$ cat src/rtl/coin_pkg.sv
// +-------------------------------------------------------------------+
// | coin_pkg : shared coin codes and scheduler state encoding         |
// | Rev 1.0                                                           |
// +-------------------------------------------------------------------+
`default_nettype none

package coin_pkg;

  localparam logic [1:0] COIN_NONE   = 2'b00;
  localparam logic [1:0] COIN_NICKEL = 2'b01;
  localparam logic [1:0] COIN_DIME   = 2'b11;

  localparam logic [1:0] ST_IDLE = 2'd0;
  localparam logic [1:0] ST_EMIT = 2'd1;
  localparam logic [1:0] ST_GAP  = 2'd2;

endpackage

`default_nettype wire

$ cat src/rtl/coin_debounce.sv
// +-------------------------------------------------------------------+
// | coin_debounce : 2-flop sync, counter debounce, rising-edge event  |
// | Rev 1.0                                                           |
// +-------------------------------------------------------------------+
`default_nettype none

module coin_debounce #(
  parameter int DEBOUNCE_CYCLES = 4
) (
  input  logic clk,
  input  logic rst,
  input  logic i_raw,
  output logic o_level,
  output logic o_rise
);

  localparam int CW = (DEBOUNCE_CYCLES > 1) ? $clog2(DEBOUNCE_CYCLES) : 1;
  localparam logic [CW-1:0] C_LAST = CW'(DEBOUNCE_CYCLES - 1);

  logic          r_meta;
  logic          r_sync;
  logic          r_level;
  logic          r_level_d;
  logic [CW-1:0] r_cnt;

  always_ff @(posedge clk) begin
    if (rst) begin
      r_meta    <= 1'b0;
      r_sync    <= 1'b0;
      r_level   <= 1'b0;
      r_level_d <= 1'b0;
      r_cnt     <= '0;
    end else begin
      r_meta    <= i_raw;
      r_sync    <= r_meta;
      r_level_d <= r_level;
      // Any agreement restarts the count, so only an unbroken run flips the level.
      if (r_sync == r_level) begin
        r_cnt <= '0;
      end else if (r_cnt == C_LAST) begin
        r_level <= ~r_level;
        r_cnt   <= '0;
      end else begin
        r_cnt <= r_cnt + 1'b1;
      end
    end
  end

  assign o_level = r_level;
  assign o_rise  = r_level & ~r_level_d;

endmodule

`default_nettype wire

$ cat src/rtl/coin_input_conditioner.sv
// +-------------------------------------------------------------------+
// | coin_input_conditioner : debounced coin sensors -> paced x1/x0    |
// | Rev 1.0                                                           |
// +-------------------------------------------------------------------+
`default_nettype none

module coin_input_conditioner
  import coin_pkg::*;
#(
  parameter int DEBOUNCE_CYCLES = 4,
  parameter int FIFO_DEPTH      = 4,
  parameter int GAP_CYCLES      = 1
) (
  input  logic clk,
  input  logic rst,
  input  logic nickel_raw,
  input  logic dime_raw,
  output logic x1,
  output logic x0,
  output logic coin_pending,
  output logic jam,
  output logic overflow
);

  localparam int AW = $clog2(FIFO_DEPTH);
  localparam int GW = $clog2(GAP_CYCLES + 1);
  localparam logic [AW:0]   C_FULL    = (AW + 1)'(FIFO_DEPTH);
  localparam logic [GW-1:0] C_GAP     = GW'(GAP_CYCLES);
  localparam logic [GW-1:0] C_GAP_ONE = GW'(1);

  logic w_nick_rise;
  logic w_dime_rise;
  logic w_nick_level;
  logic w_dime_level;

  coin_debounce #(.DEBOUNCE_CYCLES(DEBOUNCE_CYCLES)) u_nickel (
    .clk     (clk),
    .rst     (rst),
    .i_raw   (nickel_raw),
    .o_level (w_nick_level),
    .o_rise  (w_nick_rise)
  );

  coin_debounce #(.DEBOUNCE_CYCLES(DEBOUNCE_CYCLES)) u_dime (
    .clk     (clk),
    .rst     (rst),
    .i_raw   (dime_raw),
    .o_level (w_dime_level),
    .o_rise  (w_dime_rise)
  );

  logic w_push;
  logic w_jam;
  assign w_push = w_nick_rise ^ w_dime_rise;
  assign w_jam  = w_nick_rise & w_dime_rise;

  logic          r_mem [FIFO_DEPTH];
  logic [AW-1:0] r_wptr;
  logic [AW-1:0] r_rptr;
  logic [AW:0]   r_count;
  logic          r_jam;
  logic          r_overflow;
  logic          w_full;
  logic          w_empty;
  logic          w_pop;
  logic          w_wr;
  logic          w_head;

  assign w_full  = (r_count == C_FULL);
  assign w_empty = (r_count == '0);
  // A pop in the same cycle frees the slot, so a push into a full queue survives.
  assign w_wr    = w_push & (~w_full | w_pop);
  assign w_head  = r_mem[r_rptr];

  always_ff @(posedge clk) begin
    if (w_wr) begin
      r_mem[r_wptr] <= w_dime_rise;
    end
  end

  always_ff @(posedge clk) begin
    if (rst) begin
      r_wptr     <= '0;
      r_rptr     <= '0;
      r_count    <= '0;
      r_jam      <= 1'b0;
      r_overflow <= 1'b0;
    end else begin
      r_jam <= w_jam;
      if (w_push && w_full && !w_pop) begin
        r_overflow <= 1'b1;
      end
      if (w_wr) begin
        r_wptr <= r_wptr + 1'b1;
      end
      if (w_pop) begin
        r_rptr <= r_rptr + 1'b1;
      end
      case ({w_wr, w_pop})
        2'b10:   r_count <= r_count + 1'b1;
        2'b01:   r_count <= r_count - 1'b1;
        default: r_count <= r_count;
      endcase
    end
  end

  logic [1:0]    r_state;
  logic [1:0]    w_state_nxt;
  logic [GW-1:0] r_gap;
  logic [GW-1:0] w_gap_nxt;
  logic [1:0]    r_code;
  logic [1:0]    w_code_nxt;

  always_ff @(posedge clk) begin
    if (rst) begin
      r_state <= ST_IDLE;
      r_gap   <= '0;
      r_code  <= COIN_NONE;
    end else begin
      r_state <= w_state_nxt;
      r_gap   <= w_gap_nxt;
      r_code  <= w_code_nxt;
    end
  end

  always_comb begin
    w_state_nxt = r_state;
    case (r_state)
      ST_IDLE: if (!w_empty) w_state_nxt = ST_EMIT;
      ST_EMIT: w_state_nxt = ST_GAP;
      ST_GAP:  if (r_gap == C_GAP_ONE) w_state_nxt = ST_IDLE;
      default: w_state_nxt = ST_IDLE;
    endcase
  end

  // Outputs are computed one cycle ahead and registered, so x1/x0 never glitch.
  always_comb begin
    w_pop      = 1'b0;
    w_code_nxt = COIN_NONE;
    w_gap_nxt  = r_gap;
    case (r_state)
      ST_IDLE: begin
        if (!w_empty) begin
          w_pop      = 1'b1;
          w_code_nxt = w_head ? COIN_DIME : COIN_NICKEL;
        end
      end
      ST_EMIT: w_gap_nxt = C_GAP;
      ST_GAP:  w_gap_nxt = r_gap - 1'b1;
      default: w_gap_nxt = '0;
    endcase
  end

  assign x1           = r_code[1];
  assign x0           = r_code[0];
  assign coin_pending = ~w_empty;
  assign jam          = r_jam;
  assign overflow     = r_overflow;

endmodule

`default_nettype wire

$ cat config.mk
export PLATFORM = sky130hd
export DESIGN_NAME = coin_input_conditioner
export DESIGN_NICKNAME = d
export VERILOG_FILES = /design/src/rtl/coin_pkg.sv /design/src/rtl/coin_debounce.sv /design/src/rtl/coin_input_conditioner.sv
export SDC_FILE = /design/constraint.sdc
export NUM_CORES = 1
export LEC_CHECK = 0
export CELL_PAD_IN_SITES_DETAIL_PLACEMENT = 0
export CELL_PAD_IN_SITES_GLOBAL_PLACEMENT = 1
export CORE_MARGIN = 10
export CORE_UTILIZATION = 44
export DETAILED_ROUTE_END_ITERATION = 16
export HOLD_SLACK_MARGIN = 0.08
export PLACE_DENSITY_LB_ADDON = 0.1
export RECOVER_POWER = 100
export SETUP_SLACK_MARGIN = 0.4
export SYNTH_ARGS = -nofsm -noshare
export SYNTH_HDL_FRONTEND = slang
export SYNTH_HIERARCHICAL = 1
export SYNTH_SLANG_ARGS = --single-unit
$ cat constraint.sdc
create_clock -name clk -period 2.8 [get_ports clk]
set_input_delay 0.56 -clock clk [delete_from_list [all_inputs] [get_ports clk]]
set_output_delay 0.56 -clock clk [all_outputs]
set_load 0.005 [all_outputs]
# After elaboration in Yosys (flattened, before gate mapping)
# Memory sizes are Yosys's and may differ from the RTL's. A register that Yosys moved wholly into a read port is not among the register bits.
# Cells that the tools add are included.
[op_classes]
n_addsub = 7
eq_ne = 11
n_mux = 12
n_bitwise = 15
reduce_logical = 12
[op_table]
columns = ["cell", "n"]
rows = [
  ["2-bit two-way mux", 5],
  ["1-bit inverter", 9],
  ["3-bit OR reduction", 3],
  ["2-bit by 1-bit adder with 2-bit output (second input constant)", 4],
  ["2-bit equality test (second input constant)", 4],
  ["2-bit case mux with 3 select lines", 1],
  ["3-bit case mux with 2 select lines", 1],
  ["2-bit AND reduction", 3],
  ["1-bit AND", 4],
  ["2-bit by 1-bit equality test with 1-bit output (second input constant)", 2],
  ["1-bit two-way mux", 4],
  ["2-bit inequality test (second input constant)", 2],
  ["3-bit by 1-bit adder with 3-bit output (second input constant)", 1],
  ["3-bit equality test (second input constant)", 1],
  ["3-bit zero test", 1],
  ["1-bit case mux with 3 select lines", 1],
  ["3-bit by 1-bit subtractor with 3-bit output (second input constant)", 1],
  ["1-bit equality test", 2],
  ["1-bit logical AND", 2],
  ["2-bit zero test", 1],
  ["2-bit nonzero test", 1],
  ["1-bit zero test", 1],
  ["1-bit bitwise OR", 1],
  ["1-bit subtractor (second input constant)", 1],
  ["1-bit XOR", 1],
]
[word_totals]
regBits = 26
mem_bits_rw = 4
output_inout_bits = 5
memories = 1
[memory_table]
columns = ["memory", "depth", "word_bits", "rd", "rd_ports_with_merged_regs", "wr", "line", "source"]
rows = [
  ["r_mem", 4, 1, 1, 1, 1, "coin_input_conditioner.sv:57", "logic r_mem [FIFO_DEPTH];"],
]

# Logic depth before layout (Yosys ltp)
# Gate-level depths: netlist of the first run.
[depth]
word_depth = 7
depth_mapped = 8
mapped_depth_nobuf = 8

# Cells and area by module
# Netlist of the first run, hierarchy kept.
[modules_own_cells]
columns = ["mod", "n_inst", "cells_each", "area_each_um2"]
rows = [
  ["coin_input_conditioner", 1, 98, 1031.0],
  ["coin_debounce", 2, 16, 201.4],
]

# Worst setup path after synthesis of the first run
# OpenSTA, ideal clock, no wires.
[synth_timing]
path_type = "register to register"
start = "register u_dime.r_level, in the netlist u_dime/o_level"
end = "register r_count[2]"
t_arrival_ns = 2.153
t_required_ns = 2.723
slack_ns = 0.570
path_stages_with_launch = 8
period_less_slack_ns = 2.230
cell_sequence = "dfxtp_1 -> nor2b_1 -> ha_1 -> inv_2 -> nand3_1 -> fa_1 -> or4_4 -> a41oi_2"
[synth_between]
elab_chain_cells = 5
[synth_lines]
columns = ["item", "line", "source"]
rows = [
  ["from (decl)", "coin_debounce.sv:22", "logic r_level;"],
  ["from (signal assigned)", "coin_debounce.sv:41", "r_level <= ~r_level;"],
  ["1-bit AND (*)", "coin_debounce.sv:50", "assign o_rise = r_level & ~r_level_d;"],
  ["via w_dime_rise", "coin_input_conditioner.sv:32", "logic w_dime_rise;"],
  ["1-bit XOR (*)", "coin_input_conditioner.sv:54", "assign w_push = w_nick_rise ^ w_dime_rise;"],
  ["1-bit AND (*)", "coin_input_conditioner.sv:72", "assign w_wr = w_push & (~w_full | w_pop);"],
  ["2-bit by 1-bit equality test with 1-bit output / 2-bit equality test (equally long branches)", "coin_input_conditioner.sv:99", "case ({w_wr, w_pop})"],
  ["3-bit case mux with 2 select lines / 2-bit nonzero test (equally long branches)", "--", ""],
  ["to (signal assigned)", "coin_input_conditioner.sv:100", "2'b10: r_count <= r_count + 1'b1;"],
  ["to (signal assigned)", "coin_input_conditioner.sv:101", "2'b01: r_count <= r_count - 1'b1;"],
  ["to (signal assigned)", "coin_input_conditioner.sv:102", "default: r_count <= r_count;"],
  ["to (decl)", "coin_input_conditioner.sv:60", "logic [AW:0] r_count;"],
]
# The timed path passes the listed nets; every way through them passes the cells marked *.
# A chain may end at the register's enable or synchronous reset.

# Worst setup path in the final report of the first run
# Same ends and word-level chain as after synthesis.

==> metrics.cfg, run 1 <==
[cells_and_area]
syn2layout_area_growth_pct=10.91
multi_input_area_um2=674.4
stdcell_area_um2=1590
fillers=300
nNetsFinal=159
drive_gt1_share_pct=13.89
num_antenna_cells=0
ff_latch_area_um2=680.7

[floorplan]
num_rows=20
start_util_pct=46.59
die_w_um=77.09
io_pins=9
die_area_um2=5942
coreArea_um2=3078
die_h_um=77.09

[synth]
synth-main-ff-cell=dfxtp_1
ys_seq_area_share_pct=47.47
synth-simple-area-share_pct=18.15
syn_inst=130
async_flop_share_pct=0
yosys-top-cells-count=dfxtp_1, nor2_1, ha_1
synth_fa_ha_area_share_pct=10.99
synth-xor-area-share_pct=3.054
postSynthAreaPerCell_um2=11.03
yosysTopAreaCell=dfxtp_1
yosys-top-cells-area=dfxtp_1, ha_1, edfxtp_1
syn_area_um2=1434
yosysTopAreaCellShare_pct=39.09
synth_compound_area_share_pct=11.87
muxShareOfSynthArea_pct=5.061
syn-num-nets=146
synthDistinctLibCells=33
synth-edff-count=4
synth_top_family_by_area=simple AND/OR/NAND/NOR gates
ys_ff_latch=32
ys.warnings.count=6
yosysMostFrequentCell=dfxtp_1

[routing]
route.vias.total=937
first_pass_iters=4
drc_errors=0
ant_nets=0
top_layer_used=met4
wl_met2_um=979
wire_per_inst_um=11.92
wl_met3_um=154
routed_wl_mm=2.241
via_per_inst=4.984
routedLengthMet1_mm=1.065
drt_iter0_markers=120

[placement]
dp_slack_ns=0.3668
dp.final_hpwl_mm=1.563
port_buffers=8
placed_area_um2=1565
globalplace.congestion=0.8329

[worst_hold_path]
hold_path.class=flip-flop to flip-flop

[critical_path]
worst-path-max-fanout=7
r2r_slack_ns=0.51
worstSetupPathType=flip-flop to flip-flop
critPathCaptureType=flip-flop
critPathArrivalTime_ns=2.55
start_kind=flip-flop
crit_required_ns=3.05

[power_and_ir_drop]
peakVddDrop_uv=368.0
cellPowerDensity_nw_per_um2=735.2
leakage_nw=0.5945

[grt]
grt_first_pass_wirelength_mm=3.995
overflow=0
antenna_found_initial=0
grt_start_max_net_pins=27
grt_usage_pct=8.304
grt_pass1_vias=864

[outcome]
status=finished, final reports clean

[timing]
slew_violations=0
min_period_ns=2.294
worst_pin_slew_ns=1.147
period_share_pct=81.92
clock_skew_ns=0.002401
holdWs_ns=0.4384
setup_viol=0
finalSetupTns_ns=0
hold_violations=0
fmax_mhz=436.0
final.setup.worst_slack_ns=0.5063
rsz0062_at_grt=false
maxSlewHeadroom_pct=23.56

[clock_network]
holdBufCountCts=0
post-cts-setup-buffer-count=0
path_clk_slew_ns=0.10
cts_max_level=2
worstSkewPairLatency_ns=0.33
cts-root-buf=clkbuf_4
clockBufferDepth=2
cts_tree=built
cts_sinks=32
cts_buffers=5

[run]
maxCapViolations=0

[through the flow]
stage / utilization (%) / std cells / total power, W
global placement: 50.85 / 180 / 0.0009424
floorplan: - / 130 / 0.0008493
finish: 51.67 / 188 / 0.001169
detailed placement: 50.85 / 180 / 0.0009427
global route: 51.67 / 188 / 0.001261
CTS: 52.76 / 188 / 0.001207
[repair_timing]
action,4_1_cts,5_1_grt
setup endpoints to repair,2,3
pin swaps,0,0
resized for setup,1,5
[cell usage in the layout (no fill, tap or decap), types with 3 or more instances in the layout]
cell	instances
dfxtp_1	28
edfxtp_1	4
xnor2_1	3
ha_1	11
clkdlybuf4s50_1	3
nand2_1	5
nor4b_1	3
nor2_1	14
mux2i_1	5
dlygate4sd3_1	5
inv_1	4
o21ai_0	3
and2_0	3
nand3_1	3
inv_2	3
clkbuf_4	5
a211oi_1	3
nor2b_1	9
[registers in the layout, summed over array words and instances, names as in the netlist, named ones only]
signal / count
r_rptr: 2
r_gap: 1
u_dime/r_cnt: 2
jam: 1
r_code: 2
r_state: 2
u_nickel/r_meta: 1
u_nickel/o_level: 1
overflow: 1
u_nickel/r_level_d: 1
u_dime/r_meta: 1
r_mem: 4
u_dime/r_level_d: 1
u_dime/o_level: 1
u_dime/r_sync: 1
u_nickel/r_cnt: 2
r_wptr: 2
u_nickel/r_sync: 1
r_count: 3
[final timing paths]
check                                       start                 to  depth (start not counted)
worst min register to register  u_nickel/r_cnt[0]  u_nickel/r_cnt[0]                          1
worst min-delay path            u_nickel/r_cnt[0]  u_nickel/r_cnt[0]                          1
worst max-delay path               u_dime/o_level         r_count[2]                          7
worst max register to register     u_dime/o_level         r_count[2]                          7
[cells by family after synthesis]
kind of cell	count (synthesis)
simple gates	46
flops	32
compound gates	17
buf+inv	12
fa+ha+maj	12
mux	6
xor+xnor	5
[area by class of cell]
| class | count | area share [%] |
|---|---|---|
| Timing Repair Buffer | 10 | 5.743 |
| Clock inverter | 3 | 1.180 |
| Tap cell | 44 | 3.462 |
| Multi-Input combinational cell | 86 | 42.41 |
| Sequential cell | 32 | 42.80 |
| Inverter | 8 | 2.046 |
| Clock buffer | 5 | 2.360 |
[report_power, final]
part	total, W	leakage, nW	internal (W)	switching [W]
sequential	0.000554	0.264	0.000512	0.0000423
clock	0.000258	0.0349	0.0000962	0.000162
combinational	0.000357	0.295	0.000163	0.000193
[critical path: stages (launching register included)]
cell and delay [ns]:
dfxtp_1 0.40, nor2b_4 0.20, ha_1 0.34, inv_4 0.13
nand3_1 0.10, fa_1 0.44, or4_4 0.44, a41oi_2 0.17
[layer usage]
layer  global-route usage [%]  vias up
li1                         -      482
met1                    10.48      431
met2                    11.13       17
met3                    4.545        7
met4                    3.832        0
met5                        0        -
(Power assumes the default switching activity.)
==> run 2, diff against run 1 <==
CORE_UTILIZATION = 41   (was 44)
clock period = 2 ns   (was 2.8 ns; I/O delays follow)
==> metrics.cfg, run 2 (same netlist as run 1, synthesis figures left out) <==
[grt]
grt_usage_pct=9.523  ; was 8.304%
grt_first_pass_wirelength_mm=4.705  ; was 3.995 mm
grt-busiest-layer=met2  ; unchanged
grt_pass1_vias=997  ; was 864
grt_use_met2_pct=14.76  ; was 11.13%
grt_start_max_net_pins=27  ; unchanged
grt_use_met1_pct=10.83  ; was 10.48%
use_met3_pct=4.279  ; was 4.545%
antenna_found_initial=0  ; unchanged
overflow=0  ; unchanged

[cells_and_area]
fillers=336  ; was 300
largest_reg_flops=4  ; unchanged
final_common_cell=dfxtp_1  ; unchanged
drive_gt1_share_pct=26.28  ; was 13.89%
num_antenna_cells=0  ; unchanged
largestRegisters=r_mem x4, r_count x3  ; unchanged
most-common-layout-cells=dfxtp_1, nor2_1, ha_1, nor2b_1, buf_4  ; was dfxtp_1, nor2_1, ha_1, nor2b_1
syn2layout_area_growth_pct=24.43  ; was 10.91%
regMostFlops=r_mem  ; unchanged
nNetsFinal=171  ; was 159

[floorplan]
num_rows=21  ; was 20
die_area_um2=6262  ; was 5942 um^2
io_pins=9  ; unchanged
die_w_um=79.14  ; was 77.09 um
coreArea_um2=3363  ; was 3078 um^2
die_h_um=79.14  ; was 77.09 um
start_util_pct=42.63  ; was 46.59%

[routing]
ant_nets=0  ; unchanged
wire_per_inst_um=12.97  ; was 11.92 um
routed_wl_mm=2.619  ; was 2.241 mm
drc_errors=0  ; unchanged
first_pass_iters=4  ; unchanged
via_per_inst=4.936  ; was 4.984
route.vias.total=997  ; was 937
drt_iter0_markers=58  ; was 120

[clock_network]
path_clk_slew_ns=0.11  ; was 0.10 ns
holdBufCountCts=0  ; unchanged
cts-root-buf=clkbuf_4  ; unchanged
cts_buffers=5  ; unchanged
cts_max_level=2  ; unchanged
cts_tree=built  ; unchanged
worstSkewPairLatency_ns=0.34  ; was 0.33 ns
clockBufferDepth=2  ; unchanged
cts_sinks=32  ; unchanged

[critical_path]
critPathArrivalTime_ns=2.12  ; was 2.55 ns
worstSetupPathType=flip-flop to flip-flop  ; unchanged
path_cells=nor2b_4, ha_4, clkinv_4, nand3_2, fa_2, or4_4, a41oi_2  ; was nor2b_4, ha_1, inv_4, nand3_1, fa_1, or4_4, a41oi_2
start_kind=flip-flop  ; unchanged
slowest_stage=or4_4  ; was fa_1
crit_required_ns=2.28  ; was 3.05 ns
worst-path-max-fanout=4  ; was 7
critPathCaptureType=flip-flop  ; unchanged
slowest_delay_ns=0.42  ; was 0.44 ns

[outcome]
status=finished, final reports clean  ; unchanged

[placement]
globalplace.congestion=0.8353  ; was 0.8329
port_buffers=8  ; unchanged
dp.final_hpwl_mm=1.776  ; was 1.563 mm

[timing]
setup_viol=0  ; unchanged
hold_violations=0  ; unchanged
slew_violations=0  ; unchanged
period_share_pct=92.06  ; was 81.92%
min_period_ns=1.841  ; was 2.294 ns
clock_skew_ns=0.01226  ; was 0.002401 ns
maxSlewHeadroom_pct=74.78  ; was 23.56%
fmax_mhz=543.1  ; was 436.0 MHz
finalSetupTns_ns=0  ; unchanged
worst_pin_slew_ns=0.3782  ; was 1.147 ns
rsz0062_at_grt=true  ; was false

[power_and_ir_drop]
cellPowerDensity_nw_per_um2=1037  ; was 735.2 nW/um^2
peakVddDrop_uv=616.7  ; was 368.0 uV
power_w=0.001850  ; was 0.001169 W
leakage_nw=0.6662  ; was 0.5945 nW

[run]
maxCapViolations=0  ; unchanged

[worst_hold_path]
hold_path.class=flip-flop to flip-flop  ; unchanged

run 2: cell count changes in the layout (fill, tap and decap cells not counted), moves of 2 or more:
cell,change
buf_4,+7
buf_6,+2
clkdlybuf4s25_1,+3
dfxtp_1,-2
dlygate4sd3_1,-4
ha_1,-2
ha_4,+2
run 2: worst max-delay path, delay by kind of cell (launching register included):
kind,cells,cell delay [ns]
buffers and inverters,1,0.04
adder cells (fa/ha/maj),2,0.59
AO/OA/AOI/OAI,1,0.13
AND/OR/NAND/NOR,3,0.67
flip-flops,1,0.35
run 2: power breakdown:
part | internal [W] | switching, W | total, W
combinational | 0.000306 | 0.000345 | 0.000651
sequential | 0.000721 | 0.0000356 | 0.000757
clock | 0.000212 | 0.000230 | 0.000442
run 2: what timing repair did:
action,CTS,global route
pin swaps,5,5
setup buffers,6,2
endpoints found under the setup margin,10,13
gates resized for setup,10,14
endpoints found under the hold margin,0,0
run 2: per-stage QoR:
| stage | area, um^2 | instances | utilization (%) | worst slack (ns) | hold slack, ns |
|---|---|---|---|---|---|
| global route | 1784 | 202 | 53.05 | 0.06568 | 0.4570 |
| global placement | 1653 | 186 | 49.14 | 0.07462 | 0.4147 |
| detailed placement | 1653 | 186 | 49.14 | 0.03549 | 0.4262 |
| finish | 1784 | 202 | 53.05 | 0.1587 | 0.4342 |
| floorplan | 1476 | 130 | - | 0.08502 | 0.4037 |
| CTS | 1787 | 200 | 53.13 | 0.1363 | 0.4437 |
run 2: final timing paths:
check,startpoint,slack [ns],cells after the start,end
worst max-delay path,u_dime/o_level,0.16,7,r_count[2]
worst min-delay path,u_nickel/r_cnt[0],0.43,1,u_nickel/r_cnt[0]
worst max register to register,u_dime/o_level,0.16,7,r_count[2]
worst min register to register,u_nickel/r_cnt[0],0.43,1,u_nickel/r_cnt[0]
run 2: area by class of cell:
class	instances	area [um^2]	area share (%)
timing repair buffer	22	202.7	11.36
multi-input combinational	86	732.0	41.02
inverter	8	35.03	1.964
tap	46	57.56	3.226
clock buffer	7	66.31	3.717
sequential	32	685.7	38.43
clock inverter	1	5.005	0.2805
run 2: per-layer routing:
metal | wire, um | up-vias
li1 | - | 501
met1 | 1153 | 482
met2 | 1335 | 10
met3 | 88 | 4
met4 | 42 | 0
met5 | 0 | -
==> run 3, diff against run 2 <==
ABC_CLOCK_PERIOD_IN_PS = 2000   (was default)
GPL_TIMING_DRIVEN = 1   (was default)
==> results of run 3 <==
Final layout, timing and power as in run 2 (identical DEF).
